## src/rtl/vga_tile_renderer_pkg.sv

```systemverilog
`default_nettype none
// ============================================================================
//  Module      : bombman_vga_pkg
//  Description : Shared constants and helpers for the BombMan VGA tile
//                renderer: cell display codes, game-over encodings, default
//                640x480@60 timing and the code->RGB palette.
//  Revision    : 1.0 - initial release
// ============================================================================
package bombman_vga_pkg;

    // Default timing: 640x480, 25 MHz pixel clock, 800 x 521 total.
    localparam int DEF_H_ACTIVE = 640;
    localparam int DEF_H_FP     = 16;
    localparam int DEF_H_SYNC   = 96;
    localparam int DEF_H_BP     = 48;
    localparam int DEF_V_ACTIVE = 480;
    localparam int DEF_V_FP     = 10;
    localparam int DEF_V_SYNC   = 2;
    localparam int DEF_V_BP     = 29;
    localparam int DEF_GRID_W   = 10;
    localparam int DEF_GRID_H   = 10;
    localparam int DEF_TILE_W   = 64;
    localparam int DEF_TILE_H   = 48;

    // Merged per-cell display code.
    localparam logic [2:0] CODE_EMPTY      = 3'd0;
    localparam logic [2:0] CODE_BLOCK      = 3'd1;
    localparam logic [2:0] CODE_P1         = 3'd2;
    localparam logic [2:0] CODE_P2         = 3'd3;
    localparam logic [2:0] CODE_BOMB_NEW   = 3'd4;
    localparam logic [2:0] CODE_BOMB_ARMED = 3'd5;
    localparam logic [2:0] CODE_EXPLODE    = 3'd6;

    // game_over input encoding.
    localparam logic [1:0] GO_PLAYING = 2'd0;
    localparam logic [1:0] GO_P1_WINS = 2'd1;
    localparam logic [1:0] GO_P2_WINS = 2'd2;
    localparam logic [1:0] GO_DRAW    = 2'd3;

    // Arena content has priority over a bomb sitting in the same cell.
    function automatic logic [2:0] cell_code(input logic [1:0] ac, input logic [1:0] bc);
        logic [2:0] code;
        code = CODE_EMPTY;
        case (ac)
            2'd1:    code = CODE_BLOCK;
            2'd2:    code = CODE_P1;
            2'd3:    code = CODE_P2;
            default: begin
                case (bc)
                    2'd1:    code = CODE_BOMB_NEW;
                    2'd2:    code = CODE_BOMB_ARMED;
                    2'd3:    code = CODE_EXPLODE;
                    default: code = CODE_EMPTY;
                endcase
            end
        endcase
        return code;
    endfunction

    // {red[2:0], green[2:0], blue[1:0]}; red fades as the code rises.
    function automatic logic [7:0] palette(input logic [2:0] code);
        if (code > CODE_EXPLODE) begin
            return 8'h00;
        end
        return {3'd7 - code, 3'b111, 2'b11};
    endfunction

    function automatic logic [7:0] game_over_colour(input logic [1:0] go);
        logic [7:0] rgb;
        case (go)
            GO_P1_WINS: rgb = 8'b111_000_00;
            GO_P2_WINS: rgb = 8'b000_000_11;
            GO_DRAW:    rgb = 8'b100_100_10;
            default:    rgb = 8'h00;
        endcase
        return rgb;
    endfunction

endpackage
`default_nettype wire

```

## src/rtl/vga_tile_renderer_if.sv

```systemverilog
`default_nettype none
// ============================================================================
//  Module      : vga_tile_renderer_if
//  Description : Game-state inputs and video outputs of the tile renderer.
//                master : game/display side (drives arena, bomb, game_over)
//                slave  : renderer (drives hsync, vsync, RGB, active,
//                         frame_start)
//  Revision    : 1.0 - initial release
// ============================================================================
interface vga_tile_renderer_if #(
    parameter int GRID_W = 10,
    parameter int GRID_H = 10
);
    logic [2*GRID_W*GRID_H-1:0] arena;
    logic [2*GRID_W*GRID_H-1:0] bomb;
    logic [1:0]                 game_over;
    logic                       hsync;
    logic                       vsync;
    logic [2:0]                 red;
    logic [2:0]                 green;
    logic [1:0]                 blue;
    logic                       active;
    logic                       frame_start;

    modport master (
        output arena, bomb, game_over,
        input  hsync, vsync, red, green, blue, active, frame_start
    );

    modport slave (
        input  arena, bomb, game_over,
        output hsync, vsync, red, green, blue, active, frame_start
    );
endinterface
`default_nettype wire

```

## src/rtl/vga_tile_renderer_timing_gen.sv

```systemverilog
`default_nettype none
// ============================================================================
//  Module      : vga_timing_gen
//  Description : Beam counters for the tile renderer. Produces raw (stage 0)
//                sync/visible decodes, line/frame wrap flags and a registered
//                frame_start pulse that is high exactly while hc=0,
//                vc=V_ACTIVE.
//  Ports       : pixel_clk, rst_n (async, active-low)
//                o_h_last/o_v_last : hc / vc at final count
//                o_hsync/o_vsync   : active-low syncs for current counters
//                o_visible         : counters inside the visible region
//                o_frame_start     : one-cycle pulse at first vblank line
//  Revision    : 1.0 - initial release
// ============================================================================
module vga_timing_gen #(
    parameter int H_ACTIVE = 640,
    parameter int H_FP     = 16,
    parameter int H_SYNC   = 96,
    parameter int H_BP     = 48,
    parameter int V_ACTIVE = 480,
    parameter int V_FP     = 10,
    parameter int V_SYNC   = 2,
    parameter int V_BP     = 29
) (
    input  logic pixel_clk,
    input  logic rst_n,
    output logic o_h_last,
    output logic o_v_last,
    output logic o_hsync,
    output logic o_vsync,
    output logic o_visible,
    output logic o_frame_start
);
    localparam int c_H_TOTAL = H_ACTIVE + H_FP + H_SYNC + H_BP;
    localparam int c_V_TOTAL = V_ACTIVE + V_FP + V_SYNC + V_BP;
    localparam int c_HC_W    = $clog2(c_H_TOTAL);
    localparam int c_VC_W    = $clog2(c_V_TOTAL);

    localparam logic [c_HC_W-1:0] c_H_LAST   = c_HC_W'(c_H_TOTAL - 1);
    localparam logic [c_HC_W-1:0] c_H_VIS    = c_HC_W'(H_ACTIVE);
    localparam logic [c_HC_W-1:0] c_HS_START = c_HC_W'(H_ACTIVE + H_FP);
    localparam logic [c_HC_W-1:0] c_HS_END   = c_HC_W'(H_ACTIVE + H_FP + H_SYNC);
    localparam logic [c_VC_W-1:0] c_V_LAST   = c_VC_W'(c_V_TOTAL - 1);
    localparam logic [c_VC_W-1:0] c_V_VIS    = c_VC_W'(V_ACTIVE);
    localparam logic [c_VC_W-1:0] c_VS_START = c_VC_W'(V_ACTIVE + V_FP);
    localparam logic [c_VC_W-1:0] c_VS_END   = c_VC_W'(V_ACTIVE + V_FP + V_SYNC);

    logic [c_HC_W-1:0] r_hc;
    logic [c_VC_W-1:0] r_vc;
    logic              r_frame_start;
    logic [c_HC_W-1:0] w_hc_next;
    logic [c_VC_W-1:0] w_vc_next;

    assign o_h_last  = (r_hc == c_H_LAST);
    assign o_v_last  = (r_vc == c_V_LAST);
    assign w_hc_next = o_h_last ? '0 : r_hc + 1'b1;
    assign w_vc_next = o_h_last ? (o_v_last ? '0 : r_vc + 1'b1) : r_vc;

    always_ff @(posedge pixel_clk or negedge rst_n) begin
        if (!rst_n) begin
            r_hc          <= '0;
            r_vc          <= '0;
            r_frame_start <= 1'b0;
        end else begin
            r_hc          <= w_hc_next;
            r_vc          <= w_vc_next;
            // Decoded from the next count so the pulse lines up with hc=0,vc=V_ACTIVE.
            r_frame_start <= (w_hc_next == '0) && (w_vc_next == c_V_VIS);
        end
    end

    assign o_hsync       = !((r_hc >= c_HS_START) && (r_hc < c_HS_END));
    assign o_vsync       = !((r_vc >= c_VS_START) && (r_vc < c_VS_END));
    assign o_visible     = (r_hc < c_H_VIS) && (r_vc < c_V_VIS);
    assign o_frame_start = r_frame_start;

endmodule
`default_nettype wire

```

## src/rtl/vga_tile_renderer.sv

```systemverilog
`default_nettype none
// ============================================================================
//  Module      : vga_tile_renderer
//  Description : VGA tile-map renderer. Snapshots arena/bomb/game_over once
//                per frame, tracks tile column/row with incremental counters
//                and produces registered RGB two clocks after the beam
//                counters, with hsync/vsync/active delayed to match.
//  Ports       : pixel_clk, rst_n (async, active-low)
//                vga (slave) : arena, bomb, game_over in;
//                              hsync, vsync, red, green, blue, active,
//                              frame_start out
//  Options     : VGA_GRID_LINES_EN - black outline on the first pixel column
//                and first line of every tile while playing.
//  Revision    : 1.0 - initial release
// ============================================================================
module vga_tile_renderer
    import bombman_vga_pkg::*;
#(
    parameter int H_ACTIVE = DEF_H_ACTIVE,
    parameter int H_FP     = DEF_H_FP,
    parameter int H_SYNC   = DEF_H_SYNC,
    parameter int H_BP     = DEF_H_BP,
    parameter int V_ACTIVE = DEF_V_ACTIVE,
    parameter int V_FP     = DEF_V_FP,
    parameter int V_SYNC   = DEF_V_SYNC,
    parameter int V_BP     = DEF_V_BP,
    parameter int GRID_W   = DEF_GRID_W,
    parameter int GRID_H   = DEF_GRID_H,
    parameter int TILE_W   = DEF_TILE_W,
    parameter int TILE_H   = DEF_TILE_H
) (
    input  logic                pixel_clk,
    input  logic                rst_n,
    vga_tile_renderer_if.slave  vga
);
    localparam int c_H_TOTAL = H_ACTIVE + H_FP + H_SYNC + H_BP;
    localparam int c_V_TOTAL = V_ACTIVE + V_FP + V_SYNC + V_BP;
    localparam int c_PX_W    = $clog2(TILE_W + 1);
    localparam int c_LN_W    = $clog2(TILE_H + 1);
    localparam int c_COL_W   = $clog2(c_H_TOTAL / TILE_W + 2);
    localparam int c_ROW_W   = $clog2(c_V_TOTAL / TILE_H + 2);
    localparam int c_CELLS   = GRID_W * GRID_H;
    localparam int c_CELL_W  = $clog2(c_CELLS);

    localparam logic [c_PX_W-1:0]   c_PX_LAST   = c_PX_W'(TILE_W - 1);
    localparam logic [c_LN_W-1:0]   c_LN_LAST   = c_LN_W'(TILE_H - 1);
    localparam logic [c_COL_W-1:0]  c_GRID_COLS = c_COL_W'(GRID_W);
    localparam logic [c_ROW_W-1:0]  c_GRID_ROWS = c_ROW_W'(GRID_H);
    localparam logic [c_CELL_W-1:0] c_ROW_PITCH = c_CELL_W'(GRID_W);

    // Stage 0: beam counters
    logic w_h_last, w_v_last, w_hsync0, w_vsync0, w_visible0, w_frame_start;

    vga_timing_gen #(
        .H_ACTIVE (H_ACTIVE), .H_FP (H_FP), .H_SYNC (H_SYNC), .H_BP (H_BP),
        .V_ACTIVE (V_ACTIVE), .V_FP (V_FP), .V_SYNC (V_SYNC), .V_BP (V_BP)
    ) u_timing (
        .pixel_clk     (pixel_clk),
        .rst_n         (rst_n),
        .o_h_last      (w_h_last),
        .o_v_last      (w_v_last),
        .o_hsync       (w_hsync0),
        .o_vsync       (w_vsync0),
        .o_visible     (w_visible0),
        .o_frame_start (w_frame_start)
    );

    logic [c_PX_W-1:0]  r_px;
    logic [c_COL_W-1:0] r_col;
    logic [c_LN_W-1:0]  r_line;
    logic [c_ROW_W-1:0] r_row;

    // Tile counters advance in lock-step with hc/vc, so they describe the same beam position.
    always_ff @(posedge pixel_clk or negedge rst_n) begin
        if (!rst_n) begin
            r_px   <= '0;
            r_col  <= '0;
            r_line <= '0;
            r_row  <= '0;
        end else if (w_h_last) begin
            r_px  <= '0;
            r_col <= '0;
            if (w_v_last) begin
                r_line <= '0;
                r_row  <= '0;
            end else if (r_line == c_LN_LAST) begin
                r_line <= '0;
                r_row  <= r_row + 1'b1;
            end else begin
                r_line <= r_line + 1'b1;
            end
        end else if (r_px == c_PX_LAST) begin
            r_px  <= '0;
            r_col <= r_col + 1'b1;
        end else begin
            r_px <= r_px + 1'b1;
        end
    end

    // Frame snapshot, taken at the start of vertical blanking
    logic [2*c_CELLS-1:0] r_arena;
    logic [2*c_CELLS-1:0] r_bomb;
    logic [1:0]           r_go;

    always_ff @(posedge pixel_clk or negedge rst_n) begin
        if (!rst_n) begin
            r_arena <= '0;
            r_bomb  <= '0;
            r_go    <= GO_PLAYING;
        end else if (w_frame_start) begin
            r_arena <= vga.arena;
            r_bomb  <= vga.bomb;
            r_go    <= vga.game_over;
        end
    end

    // Stage 1: cell fetch
    logic                w_in_grid;
    logic [c_CELL_W-1:0] w_cell;
    logic [1:0]          w_ac, w_bc;

    assign w_in_grid = (r_col < c_GRID_COLS) && (r_row < c_GRID_ROWS);
    assign w_cell    = c_CELL_W'(r_row) * c_ROW_PITCH + c_CELL_W'(r_col);
    assign w_ac      = 2'(r_arena >> {w_cell, 1'b0});
    assign w_bc      = 2'(r_bomb  >> {w_cell, 1'b0});

    logic [1:0] r_ac1, r_bc1;
    logic       r_in_grid1, r_vis1, r_hs1, r_vs1;
`ifdef VGA_GRID_LINES_EN
    logic       r_edge1;
`endif

    always_ff @(posedge pixel_clk or negedge rst_n) begin
        if (!rst_n) begin
            r_ac1      <= 2'd0;
            r_bc1      <= 2'd0;
            r_in_grid1 <= 1'b0;
            r_vis1     <= 1'b0;
            r_hs1      <= 1'b1;
            r_vs1      <= 1'b1;
`ifdef VGA_GRID_LINES_EN
            r_edge1    <= 1'b0;
`endif
        end else begin
            // Out-of-grid positions would index past the plane; force empty.
            r_ac1      <= w_in_grid ? w_ac : 2'd0;
            r_bc1      <= w_in_grid ? w_bc : 2'd0;
            r_in_grid1 <= w_in_grid;
            r_vis1     <= w_visible0;
            r_hs1      <= w_hsync0;
            r_vs1      <= w_vsync0;
`ifdef VGA_GRID_LINES_EN
            r_edge1    <= (r_px == '0) || (r_line == '0);
`endif
        end
    end

    // Stage 2: code merge and palette
    logic [2:0] w_code;
    logic [7:0] r_rgb;
    logic       r_hs2, r_vs2, r_act2;

    assign w_code = cell_code(r_ac1, r_bc1);

    always_ff @(posedge pixel_clk or negedge rst_n) begin
        if (!rst_n) begin
            r_rgb  <= 8'h00;
            r_hs2  <= 1'b1;
            r_vs2  <= 1'b1;
            r_act2 <= 1'b0;
        end else begin
            r_hs2  <= r_hs1;
            r_vs2  <= r_vs1;
            r_act2 <= r_vis1;
            if (!r_vis1) begin
                r_rgb <= 8'h00;
            end else if (r_go != GO_PLAYING) begin
                r_rgb <= game_over_colour(r_go);
            end else if (!r_in_grid1) begin
                r_rgb <= 8'h00;
`ifdef VGA_GRID_LINES_EN
            end else if (r_edge1) begin
                r_rgb <= 8'h00;
`endif
            end else begin
                r_rgb <= palette(w_code);
            end
        end
    end

    assign vga.hsync       = r_hs2;
    assign vga.vsync       = r_vs2;
    assign vga.active      = r_act2;
    assign vga.red         = r_rgb[7:5];
    assign vga.green       = r_rgb[4:2];
    assign vga.blue        = r_rgb[1:0];
    assign vga.frame_start = w_frame_start;

endmodule
`default_nettype wire

```

## src/flat_wrapper.sv

```systemverilog
// flat-port wrapper written by rule: the top's interface ports become plain ports
module vga_tile_renderer_flat import bombman_vga_pkg::*;
#(
    parameter int H_ACTIVE = DEF_H_ACTIVE,
    parameter int H_FP     = DEF_H_FP,
    parameter int H_SYNC   = DEF_H_SYNC,
    parameter int H_BP     = DEF_H_BP,
    parameter int V_ACTIVE = DEF_V_ACTIVE,
    parameter int V_FP     = DEF_V_FP,
    parameter int V_SYNC   = DEF_V_SYNC,
    parameter int V_BP     = DEF_V_BP,
    parameter int GRID_W   = DEF_GRID_W,
    parameter int GRID_H   = DEF_GRID_H,
    parameter int TILE_W   = DEF_TILE_W,
    parameter int TILE_H   = DEF_TILE_H
)
  (pixel_clk, rst_n, vga_arena, vga_bomb, vga_game_over, vga_hsync, vga_vsync, vga_red, vga_green, vga_blue, vga_active, vga_frame_start);
  vga_tile_renderer_if #(.GRID_W(GRID_W), .GRID_H(GRID_H)) vga_i ();
  input  logic pixel_clk;
  input  logic rst_n;
  input wire logic [$bits(vga_i.arena)-1:0] vga_arena;
  input wire logic [$bits(vga_i.bomb)-1:0] vga_bomb;
  input wire logic [$bits(vga_i.game_over)-1:0] vga_game_over;
  output wire logic [$bits(vga_i.hsync)-1:0] vga_hsync;
  output wire logic [$bits(vga_i.vsync)-1:0] vga_vsync;
  output wire logic [$bits(vga_i.red)-1:0] vga_red;
  output wire logic [$bits(vga_i.green)-1:0] vga_green;
  output wire logic [$bits(vga_i.blue)-1:0] vga_blue;
  output wire logic [$bits(vga_i.active)-1:0] vga_active;
  output wire logic [$bits(vga_i.frame_start)-1:0] vga_frame_start;
  assign vga_i.arena = vga_arena;
  assign vga_i.bomb = vga_bomb;
  assign vga_i.game_over = vga_game_over;
  assign vga_hsync = vga_i.hsync;
  assign vga_vsync = vga_i.vsync;
  assign vga_red = vga_i.red;
  assign vga_green = vga_i.green;
  assign vga_blue = vga_i.blue;
  assign vga_active = vga_i.active;
  assign vga_frame_start = vga_i.frame_start;
  vga_tile_renderer #(.H_ACTIVE(H_ACTIVE), .H_FP(H_FP), .H_SYNC(H_SYNC), .H_BP(H_BP), .V_ACTIVE(V_ACTIVE), .V_FP(V_FP), .V_SYNC(V_SYNC), .V_BP(V_BP), .GRID_W(GRID_W), .GRID_H(GRID_H), .TILE_W(TILE_W), .TILE_H(TILE_H)) u_core (.pixel_clk(pixel_clk), .rst_n(rst_n), .vga(vga_i));
endmodule
```

## config.mk

```make
export PLATFORM = sky130hd
export DESIGN_NAME = vga_tile_renderer_flat
export DESIGN_NICKNAME = d
export VERILOG_FILES = /design/src/rtl/vga_tile_renderer_pkg.sv /design/src/rtl/vga_tile_renderer_if.sv /design/src/rtl/vga_tile_renderer_timing_gen.sv /design/src/rtl/vga_tile_renderer.sv /design/src/flat_wrapper.sv
export SDC_FILE = /design/constraint.sdc
export NUM_CORES = 1
export LEC_CHECK = 0
export CORE_ASPECT_RATIO = 0.75
export CORE_MARGIN = 5
export CORE_UTILIZATION = 45
export CTS_BUF_LIST = sky130_fd_sc_hd__clkbuf_8
export DETAILED_ROUTE_END_ITERATION = 10
export PLACE_DENSITY = 0.74
export SLEW_MARGIN = 15
export SYNTH_ARGS = -nofsm -noshare
export SYNTH_HDL_FRONTEND = slang
export SYNTH_SLANG_ARGS = --single-unit
```

## constraint.sdc

```tcl
create_clock -name pixel_clk -period 3.04 [get_ports pixel_clk]
set_clock_uncertainty 0.05 [all_clocks]
set_input_delay 0.608 -clock pixel_clk [delete_from_list [all_inputs] [get_ports pixel_clk]]
set_output_delay 0.608 -clock pixel_clk [all_outputs]
set_load 0.005 [all_outputs]
```

Yosys cells after proc, flatten, opt, wreduce, memory -nomap -nowiden
Cells that the tools add are included.

$add $sub $neg: 8. Multiply operators: 1. Div/mod/pow operators: 0. Magnitude comparators: 9. Eq/ne operators: 14. Shift-type cells: 2. Muxes and demuxes: 25. Bitwise gates (word level): 0. Reductions and logical operators: 12.

Operator list (number): $shr 200x8->2 (2); $mux 8 (5); $mux 10 (3); $pmux 8 s3 (1); $add 10x1->10 const B (2); $eq 10x10->1 const B (2); $lt 10x10->1 const B (2); $lt 10x9->1 const B (2); $pmux 3 s3 (2); $mux 4 (4); $mux 7 (2); $eq 2x2->1 const B (6); $mux 6 (2); $eq 10x9->1 const B (1); $ge 10x10->1 const B (1); $ge 10x9->1 const B (1); $logic_not 10->1 (1); $add 4x1->4 const B (2); $lt 4x4->1 const B (2); $add 7x1->7 const B (1); $add 7x4->7 (1); $eq 7x6->1 const B (1); $add 6x1->6 const B (1); $eq 2x1->1 const B (3); 10 further kinds (21).

Bits in registers: 463. Latch bits: 0. Memory bits (writable): 0. Bits in read-only memories: 0. Bits of input ports: 404. Output and inout bits: 12. Word-level logic and storage cells: 91. Memories: 0.

Depth between registers and ports, before layout
Gate-level depths: netlist (run 1).

Depth in word-level cells: 12. Gate-level depth with buffers: 11. Mapped depth without buffers: 10.

Hierarchy
From an unflattened synthesis (run 1), not the netlist that was laid out.

Cells, all modules: 1410. Area, all modules: 21344.2 µm².

By module, submodules not included: vga_tile_renderer (times used 1, cells an instance 1263, area each 19999.2 µm², sequential area each 11040.6 µm²); vga_timing_gen (times used 1, cells an instance 147, area each 1345.0 µm², sequential area each 525.5 µm²).

Least setup slack after synthesis (run 1)
Ideal clock, no wire load.

Path type: reg2reg. Start point: register u_core.r_row[1]. End point: register u_core.r_bc1[0]. Library setup time: 131 ps. Arrival time: 2829 ps. Required time: 2859 ps. Setup slack: 30 ps. Cell stages (with the launch flop): 11. Buffers on the path: 0. Clock period less this slack: 3010 ps. Cells stage by stage: dfrtp_1 -> ha_1 -> ha_1 -> inv_1 -> fa_1 -> xnor3_1 -> o211ai_1 -> a211oi_1 -> a32o_1 -> a221o_1 -> or3_1.

Word-level cells in the longest chain between the ends: 4. Elaborated cells between the ends (all ways): 6. Those cells by class: 1 x add/sub; 1 x mul; 1 x order compare; 1 x shift; 1 x mux; 1 x reduce/logical.

Ends and longest elaborated chain: start, declared (RTL line vga_tile_renderer.sv:71) `logic [c_ROW_W-1:0] r_row;`; start signal, assigned (RTL line vga_tile_renderer.sv:88) `r_row <= r_row + 1'b1;`; $mul 4x3->6 (RTL line vga_tile_renderer.sv:123) `assign w_cell = c_CELL_W'(r_row) * c_ROW_PITCH + c_CELL_W'(r_col);`; $add 7x4->7 (RTL line vga_tile_renderer.sv:123); $shr 200x8->2 (RTL line vga_tile_renderer.sv:125) `assign w_bc = 2'(r_bomb >> {w_cell, 1'b0});`; $mux 2 * (RTL line vga_tile_renderer.sv:147) `r_bc1 <= w_in_grid ? w_bc : 2'd0;`; end signal, assigned (RTL line vga_tile_renderer.sv:147); end, declared (RTL line vga_tile_renderer.sv:127) `logic [1:0] r_ac1, r_bc1;`.

Every way passes the cells marked *; elsewhere a longest branch is shown, timed or not. A chain may end at the register's enable or synchronous reset.

Worst setup path after layout (run 1)
Start point: register u_core.r_row[3]. End point: register u_core.r_bc1[0].

The elaborated chain is that of the path after synthesis.

==> reports/summary.log, run 1 <==
[run_status] result of the run finished, final reports clean
[floorplan] die width 260 µm
[floorplan] initial core utilization 45.7%
[global_routing] initial antenna violation count 13
[power_and_ir_drop] share of total power in combinational logic 5.9%
[worst_setup_path] top fanout value on the critical path 4
[power_and_ir_drop] leakage power 13.0 nW
[layout] Area growth, synth to finish 32.6%
[clock_network] clock transition at the register clock pins on the worst setup and hold paths after CTS 60 ps
[clock_network] Num CTS Buffers 73
[global_routing] GRT Total Usage 23.2%
[synthesis] number of synthesized register bits 462
[layout] most common cell after layout, fill and taps aside dfrtp_1
[clock_network] H-Tree Level Count 3
[clock_network] clock latency on the worst-skew pair 610 ps
[job] number of violations of the max-capacitance limit 0
[synthesis] gate count after technology mapping 1434
[worst_setup_path] arrival time of the worst setup path 3470 ps
[worst_setup_path] crit start category flip-flop
[routing] residual DRC count 0
[clock_network] library cell used as clock root buffer clkbuf_8
[sta] final worst-path setup slack 13.9 ps
[clock_network] Clock Sink Count 462
[sta] unrepaired setup endpoints after global routing yes
[layout] layout filler cell count 3610
[floorplan] placement row count 68
[synthesis] share of synthesized area occupied by flip-flops and latches 54.6%
[layout] number of standard cells in the layout, taps in and fillers out 2589
[layout] net total in the final layout 2323
[layout] Core Util, Final 60.6%
[routing] per-cell routed wire length 23.0 µm
[power_and_ir_drop] Peak VDD IR 0.289 mV
[routing] Vias/cell 5.47
[layout] layout cell share with drive strength beyond 1 36.3%
[synthesis] ys flop type dfrtp_1
[routing] total wire length 59600 µm
[routing] number of vias in the routed layout 14200
[synthesis] share of synthesized registers carrying an async set or reset 100%
[worst_setup_path] cell-by-cell listing of the critical path ha_1, ha_2, inv_2, fa_2, xnor3_1, o211ai_1, a211oi_4, a32o_1, a221o_1, or3_1
[synthesis] count of flip-flops with a built-in enable after synthesis 0
[synthesis] number of distinct library cells after synthesis 61
[synthesis] netlist area before placement 0.0212 mm²
[routing] DRT antenna net count 0
[worst_setup_path] cells on worst reg2reg path 10
[placed_design] total of buffers placed on input and output ports 415
[sta] total of endpoints with negative setup slack in the final report 0
[worst_setup_path] Reg-to-Reg End u_core.r_bc1[0]
[synthesis] Synth Warn # 0
[worst_setup_path] Slowest Stage Delay on Critical Path 550 ps
[worst_setup_path] required time reported for the critical path endpoint 3480 ps
[sta] total count of hold-check failures in the final report 0
[global_routing] number of global-route vias before repair 15400
[placed_design] final RePlAce weighted congestion 0.844
[synthesis] syn avg cell area 14.8 µm²
[layout] highest-count cells in the layout ignoring fill and taps dfrtp_1, clkdlybuf4s50_1, mux2_2
[routing] DRC violation total after the first TritonRoute iteration 1120
[power_and_ir_drop] Clock Power Share 42.9%
[sta] Worst Max-Slew Pin Slew 882 ps
[worst_setup_path] Setup Crit Path Kind flip-flop to flip-flop
[worst_setup_path] Register-to-Register Setup Slack 10 ps
[worst_hold_path] path class of the lowest-slack min-delay path flip-flop to flip-flop
[placed_design] final HPWL from detailed placement 45000 µm
[floorplan] total core area 0.0463 mm²
[worst_setup_path] worst setup path endpoint u_core.r_bc1[0]
[placed_design] number of placed cells counting well taps 2456
[worst_setup_path] cell with the largest stage delay on the worst path fa_2
[floorplan] Die Area 0.0515 mm²
[worst_setup_path] startpoint of the lowest-slack register-to-register path u_core.r_row[3]
[sta] highest achievable clock rate 330 MHz
[power_and_ir_drop] power dissipated by switching net loads 2.68 mW
[global_routing] first-pass GRT wire length 92200 µm
[sta] final cycle utilization of the critical path 99.5%
[floorplan] Top-Level Pins 416
[power_and_ir_drop] Cell Pwr Density 428 mW/mm²
[sta] max-slew headroom at the worst pin 41.2%
[power_and_ir_drop] internal portion of total power 9.34 mW
[worst_setup_path] kind of capture point of the worst setup path flip-flop
[synthesis] Net Count, Synth 1855
[power_and_ir_drop] sequential fraction of design power 51.2%
[routing] iteration count of the initial detailed-routing pass 5
[floorplan] die boundary height 198 µm
[sta] Slew Limit Fails 0
[worst_setup_path] launch point of the critical path u_core.r_row[3]
[clock_network] clock tree from TritonCTS done
[placed_design] placement-stage worst setup slack -184 ps
[global_routing] largest net degree at the start of global routing 145
[power_and_ir_drop] switching part of the total 22.3%
[power_and_ir_drop] sum of internal, switching and leakage power 12.0 mW
[sta] post-layout minimum cycle time 3030 ps
[global_routing] gr ovfl total 0
[clock_network] clk buf depth 3
-- kinds of logic after synthesis --
kind of cell    after synthesis  share of synthesized area, %
xor+xnor                     28                          1.22
fa+ha+maj                    17                          1.08
compound gates              103                          3.39
mux                         508                          32.3
flops                       462                          54.6
simple gates                201                          4.94
buf+inv                     115                          2.43
-- timing repair --
item | in CTS | in global routing
setup endpoints to repair | 4 | 4
buffers inserted | 0 | 1
gates resized for setup | 9 | 18
hold endpoints to repair | 57 | 0
cloned | 0 | 0
pin swaps | 2 | 12
hold buffers | 1 | 0
-- worst min-delay path by stage --
stage / start / endpoint / cells past startpoint
2_1_floorplan: rst_n / u_core.r_ac1[0] / 0
3_3_place_gp: u_core.r_hs1 / u_core.vga.hsync / 0
3_5_place_dp: u_core.r_vs1 / u_core.vga.vsync / 0
4_1_cts: u_core.r_vs1 / u_core.vga.vsync / 0
5_1_grt: u_core.r_vs1 / u_core.vga.vsync / 0
6_report: u_core.r_vs1 / u_core.vga.vsync / 0
-- power by group through the flow --
stage	clock, mW	combinational (mW)	sequential, mW
after global placement	0	0.720	6.26
after global routing	5.61	0.767	6.14
final	5.15	0.715	6.15
after detailed placement	0	0.723	6.26
after CTS	5.30	0.730	6.15
after floorplan	0	0.00435	6.26
-- area by class of cell --
type | instances | area [µm²] | share of cell area, %
multi-input cells | 857 | 9270 | 33.0
well taps | 630 | 788 | 2.81
clock buffers | 88 | 1210 | 4.32
clock inverters | 39 | 205 | 0.731
diodes | 5 | 12.5 | 0.0446
repair buffers | 489 | 4930 | 17.6
inverters | 19 | 71.3 | 0.254
flip-flops and latches | 462 | 11600 | 41.2
-- Yosys cell counts, drive strengths merged (3+ instances only) --
library cell / instances / area (µm²)
nor2: 33 / 124
a21oi: 10 / 50.1
nand2: 45 / 169
nor3b: 3 / 22.5
clkbuf: 64 / 240
xor2: 14 / 123
nand3: 57 / 285
a31oi: 5 / 31.3
xnor2: 13 / 114
a211oi: 9 / 67.6
o21a: 3 / 22.5
a22o: 11 / 96.3
and3: 15 / 93.8
o211ai: 3 / 22.5
a21boi: 4 / 30.0
nor3: 4 / 20.0
mux4: 100 / 2250
inv: 19 / 71.3
a211o: 3 / 26.3
mux2i: 6 / 60.1
dfrtp: 458 / 11500
nand4: 18 / 119
o21ai: 27 / 135
o31ai: 4 / 30.0
nor2b: 5 / 31.3
ha: 15 / 188
nor4: 4 / 40.0
or3: 9 / 56.3
dfstp: 4 / 105
buf: 32 / 203
a22oi: 10 / 75.1
mux2: 402 / 4530
-- layer usage --
layer	global-route usage [%]	up-vias	part of all wire [%]
li1	-	6289	-
met1	32.9	7333	44
met2	36.2	440	47
met3	6.20	93	7.2
met4	5.69	16	1.9
met5	0	-	0.20
-- critical path: cells and delay by family, from the launching register on --
family          cells  cell delay (ps)
buf+inv             1               40
fa+ha+maj           3              990
xor+xnor            1              240
compound gates      4              840
simple gates        1              350
flops               1              390
-- metrics by stage --
stage	TNS [ps]	area [µm²]	hold WS [ps]
floorplan	0	21200	262
global placement	-394	26500	298
detailed placement	-487	26500	297
CTS	0	28000	304
global route	-39.3	28100	310
finish	0	28100	305
-- sequential cells by signal (all words and copies together) (netlist names), 2 cells and up --
| name | cells |
|---|---|
| u_core.r_col | 4 |
| u_core.r_ac1 | 2 |
| u_core.r_row | 4 |
| u_core.r_rgb | 7 |
| u_core.r_go | 2 |
| u_core.r_px | 7 |
| u_core.u_timing.r_vc | 10 |
| u_core.u_timing.r_hc | 10 |
| u_core.r_line | 6 |
| u_core.r_bomb | 200 |
| u_core.r_arena | 200 |
| u_core.r_bc1 | 2 |
No activity file was read; power rests on OpenSTA's default activity.
==> run 2: changes to the inputs <==
Settings changed: CORE_MARGIN 5 to 2, GPL_TIMING_DRIVEN from default to 0.
==> reports/summary.log, run 2 (synthesis gave the netlist of run 1 again) <==
[run_status] result of the run complete, but fails checks [was finished, final reports clean]
[run_status] violated checks setup timing
[placed_design] final HPWL from detailed placement 48600 µm [was 45000 µm]
[worst_setup_path] family with the most delay on the worst path adder cells [unchanged]
[sta] setup TNS -75.8 ps [was 0 ps]
[floorplan] placement row count 68 [unchanged]
[floorplan] Die Area 0.0488 mm² [was 0.0515 mm²]
[global_routing] largest net degree at the start of global routing 108 [was 145]
[sta] max-slew headroom at the worst pin 38.3% [was 41.2%]
[clock_network] clock latency on the worst-skew pair 670 ps [was 610 ps]
[global_routing] first-pass GRT wire length 97400 µm [was 92200 µm]
[worst_setup_path] kind of capture point of the worst setup path flip-flop [unchanged]
[global_routing] gr ovfl total 0 [unchanged]
[routing] residual DRC count 0 [unchanged]
[sta] Slew Limit Fails 0 [unchanged]
[floorplan] die width 254 µm [was 260 µm]
[clock_network] Clock Sink Count 462 [unchanged]
[floorplan] total core area 0.0462 mm² [was 0.0463 mm²]
[sta] post-layout minimum cycle time 3100 ps [was 3030 ps]
[placed_design] total of buffers placed on input and output ports 415 [unchanged]
[routing] DRC violation total after the first TritonRoute iteration 805 [was 1120]
[sta] total count of hold-check failures in the final report 0 [unchanged]
[worst_setup_path] required time reported for the critical path endpoint 3490 ps [was 3480 ps]
[power_and_ir_drop] Cell Pwr Density 435 mW/mm² [was 428 mW/mm²]
[layout] largest registers ranked by flip-flop count u_core.r_arena (200), u_core.r_bomb (200) [unchanged]
[power_and_ir_drop] leakage power 13.0 nW [about the same]
[floorplan] Top-Level Pins 416 [unchanged]
[worst_setup_path] arrival time of the worst setup path 3550 ps [was 3470 ps]
[layout] net total in the final layout 2367 [was 2323]
[sta] total of endpoints with negative setup slack in the final report 2 [was 0]
[sta] highest achievable clock rate 323 MHz [was 330 MHz]
[worst_setup_path] cell-by-cell listing of the critical path ha_4, ha_4, inv_2, fa_2, xnor3_1, o211ai_1, a211oi_4, a32o_1, a221o_1, or3_4 [was ha_1, ha_2, inv_2, fa_2, xnor3_1, o211ai_1, a211oi_4, a32o_1, a221o_1, or3_1]
[power_and_ir_drop] Peak VDD IR 0.336 mV [was 0.289 mV]
[worst_setup_path] Register-to-Register Setup Slack -60 ps [was 10 ps]
[worst_setup_path] Slowest Stage Delay on Critical Path 570 ps [was 550 ps]
[global_routing] initial antenna violation count 18 [was 13]
[layout] Core Util, Final 61.4% [was 60.6%]
[worst_setup_path] crit start category flip-flop [unchanged]
[worst_setup_path] number of buffers and inverters on the critical path 1 [unchanged]
[sta] final worst-path setup slack -60.8 ps [was 13.9 ps]
[placed_design] final RePlAce weighted congestion 0.880 [was 0.844]
[routing] total wire length 65700 µm [was 59600 µm]
[clock_network] clk buf depth 3 [unchanged]
[worst_hold_path] path class of the lowest-slack min-delay path flip-flop to flip-flop [unchanged]
[clock_network] library cell used as clock root buffer clkbuf_8 [unchanged]
[sta] final cycle utilization of the critical path 102% [was 99.5%]
[clock_network] clock transition at the register clock pins on the worst setup and hold paths after CTS 70 ps [was 60 ps]
[sta] unrepaired setup endpoints after global routing yes [unchanged]
[global_routing] GRT Total Usage 27.5% [was 23.2%]
[worst_setup_path] top fanout value on the critical path 3 [was 4]
[layout] number of standard cells in the layout, taps in and fillers out 2639 [was 2589]
[floorplan] initial core utilization 45.8% [was 45.7%]
[clock_network] H-Tree Level Count 3 [unchanged]
[placed_design] placement-stage worst setup slack -1260 ps [was -184 ps]
[layout] highest-count cells in the layout ignoring fill and taps dfrtp_1, clkdlybuf4s50_1, mux2_2 [unchanged]
[routing] number of vias in the routed layout 14500 [was 14200]
[clock_network] clock tree from TritonCTS done [unchanged]
[layout] layout cell share with drive strength beyond 1 36.1% [was 36.3%]
[layout] most common cell after layout, fill and taps aside dfrtp_1 [unchanged]
[sta] Worst Max-Slew Pin Slew 926 ps [was 882 ps]
[layout] Area growth, synth to finish 34.1% [was 32.6%]
[worst_setup_path] cell with the most instances on the worst path ha_4
[routing] per-cell routed wire length 24.9 µm [was 23.0 µm]
[job] number of violations of the max-capacitance limit 0 [unchanged]
[routing] Vias/cell 5.48 [was 5.47]
[global_routing] number of global-route vias before repair 15700 [was 15400]
[routing] iteration count of the initial detailed-routing pass 4 [was 5]
[worst_setup_path] cell with the largest stage delay on the worst path fa_2 [unchanged]
[worst_setup_path] Setup Crit Path Kind flip-flop to flip-flop [unchanged]
[floorplan] die boundary height 192 µm [was 198 µm]
[routing] DRT antenna net count 0 [unchanged]
[clock_network] Num CTS Buffers 75 [was 73]
[power_and_ir_drop] sum of internal, switching and leakage power 12.3 mW [was 12.0 mW]
[placed_design] number of placed cells counting well taps 2483 [was 2456]
==> run 2: cell types whose count changed in the layout (fill, tap and decap cells not counted), moves of 4 or more <==
| cell | before | now |
|---|---|---|
| o21ai_0 | 27 | 21 |
| buf_12 | 17 | 2 |
| clkbuf_8 | 88 | 93 |
| buf_8 | 1 | 5 |
| buf_4 | 55 | 23 |
| buf_6 | 1 | 11 |
| o21ai_1 | 0 | 4 |
| buf_16 | 0 | 4 |
| buf_2 | 0 | 9 |
| clkbuf_4 | 0 | 6 |
| diode_2 | 5 | 12 |
| clkbuf_1 | 0 | 52 |
==> run 2: path summary, 6_finish.rpt <==
path	start	end	depth (start not counted)
max	u_core.r_row[3]	u_core.r_bc1[0]	10
min	u_core.r_hs1	u_core.vga.hsync	0
max reg2reg	u_core.r_row[3]	u_core.r_bc1[0]	10
min reg2reg	u_core.r_hs1	u_core.vga.hsync	0
max in group asynchronous	rst_n	u_core.r_arena[98]	4
min in group asynchronous	rst_n	u_core.r_bomb[94]	2
==> run 2: area by class of cell <==
class / count / area (µm²)
antenna: 12 / 30.0
buffer: 95 / 631
clock buffer: 90 / 1240
clock inverter: 38 / 265
fill: 3534 / 17800
inverter: 19 / 71.3
multi-input combinational: 857 / 9400
sequential: 462 / 11600
tap: 630 / 788
timing repair buffer: 436 / 4400
==> run 2: metal layers <==
metal | part of all wire, % | GRT usage, % | up-vias
li1 | - | - | 6371
met1 | 43 | 36.9 | 7489
met2 | 46 | 43.0 | 483
met3 | 8.6 | 9.69 | 98
met4 | 1.8 | 6.83 | 16
met5 | 0.16 | 0 | -
==> run 2: what timing repair did <==
item                                   4_1_cts  5_1_grt
gates resized for setup                    125        7
hold buffers                                 1        0
pin swaps                                   19        7
endpoints found under the hold margin      101        0
setup buffers                               16        0
setup endpoints to repair                    4        4
gates cloned                                 1        0
==> run 2: metrics by stage <==
| step | cell area (µm²) | hold slack (ps) |
|---|---|---|
| 6_report | 28400 | 305 |
| 5_1_grt | 28400 | 314 |
| 4_1_cts | 28300 | 307 |
| 3_5_place_dp | 26200 | 297 |
| 3_3_place_gp | 26100 | 298 |
| 2_1_floorplan | 21200 | 262 |
==> run 2: power breakdown <==
group / total, mW / internal [mW] / switching [mW]
Sequential: 6.15 / 6.15 / 0
Clock: 5.52 / 3.01 / 2.51
Combinational: 0.683 / 0.469 / 0.214
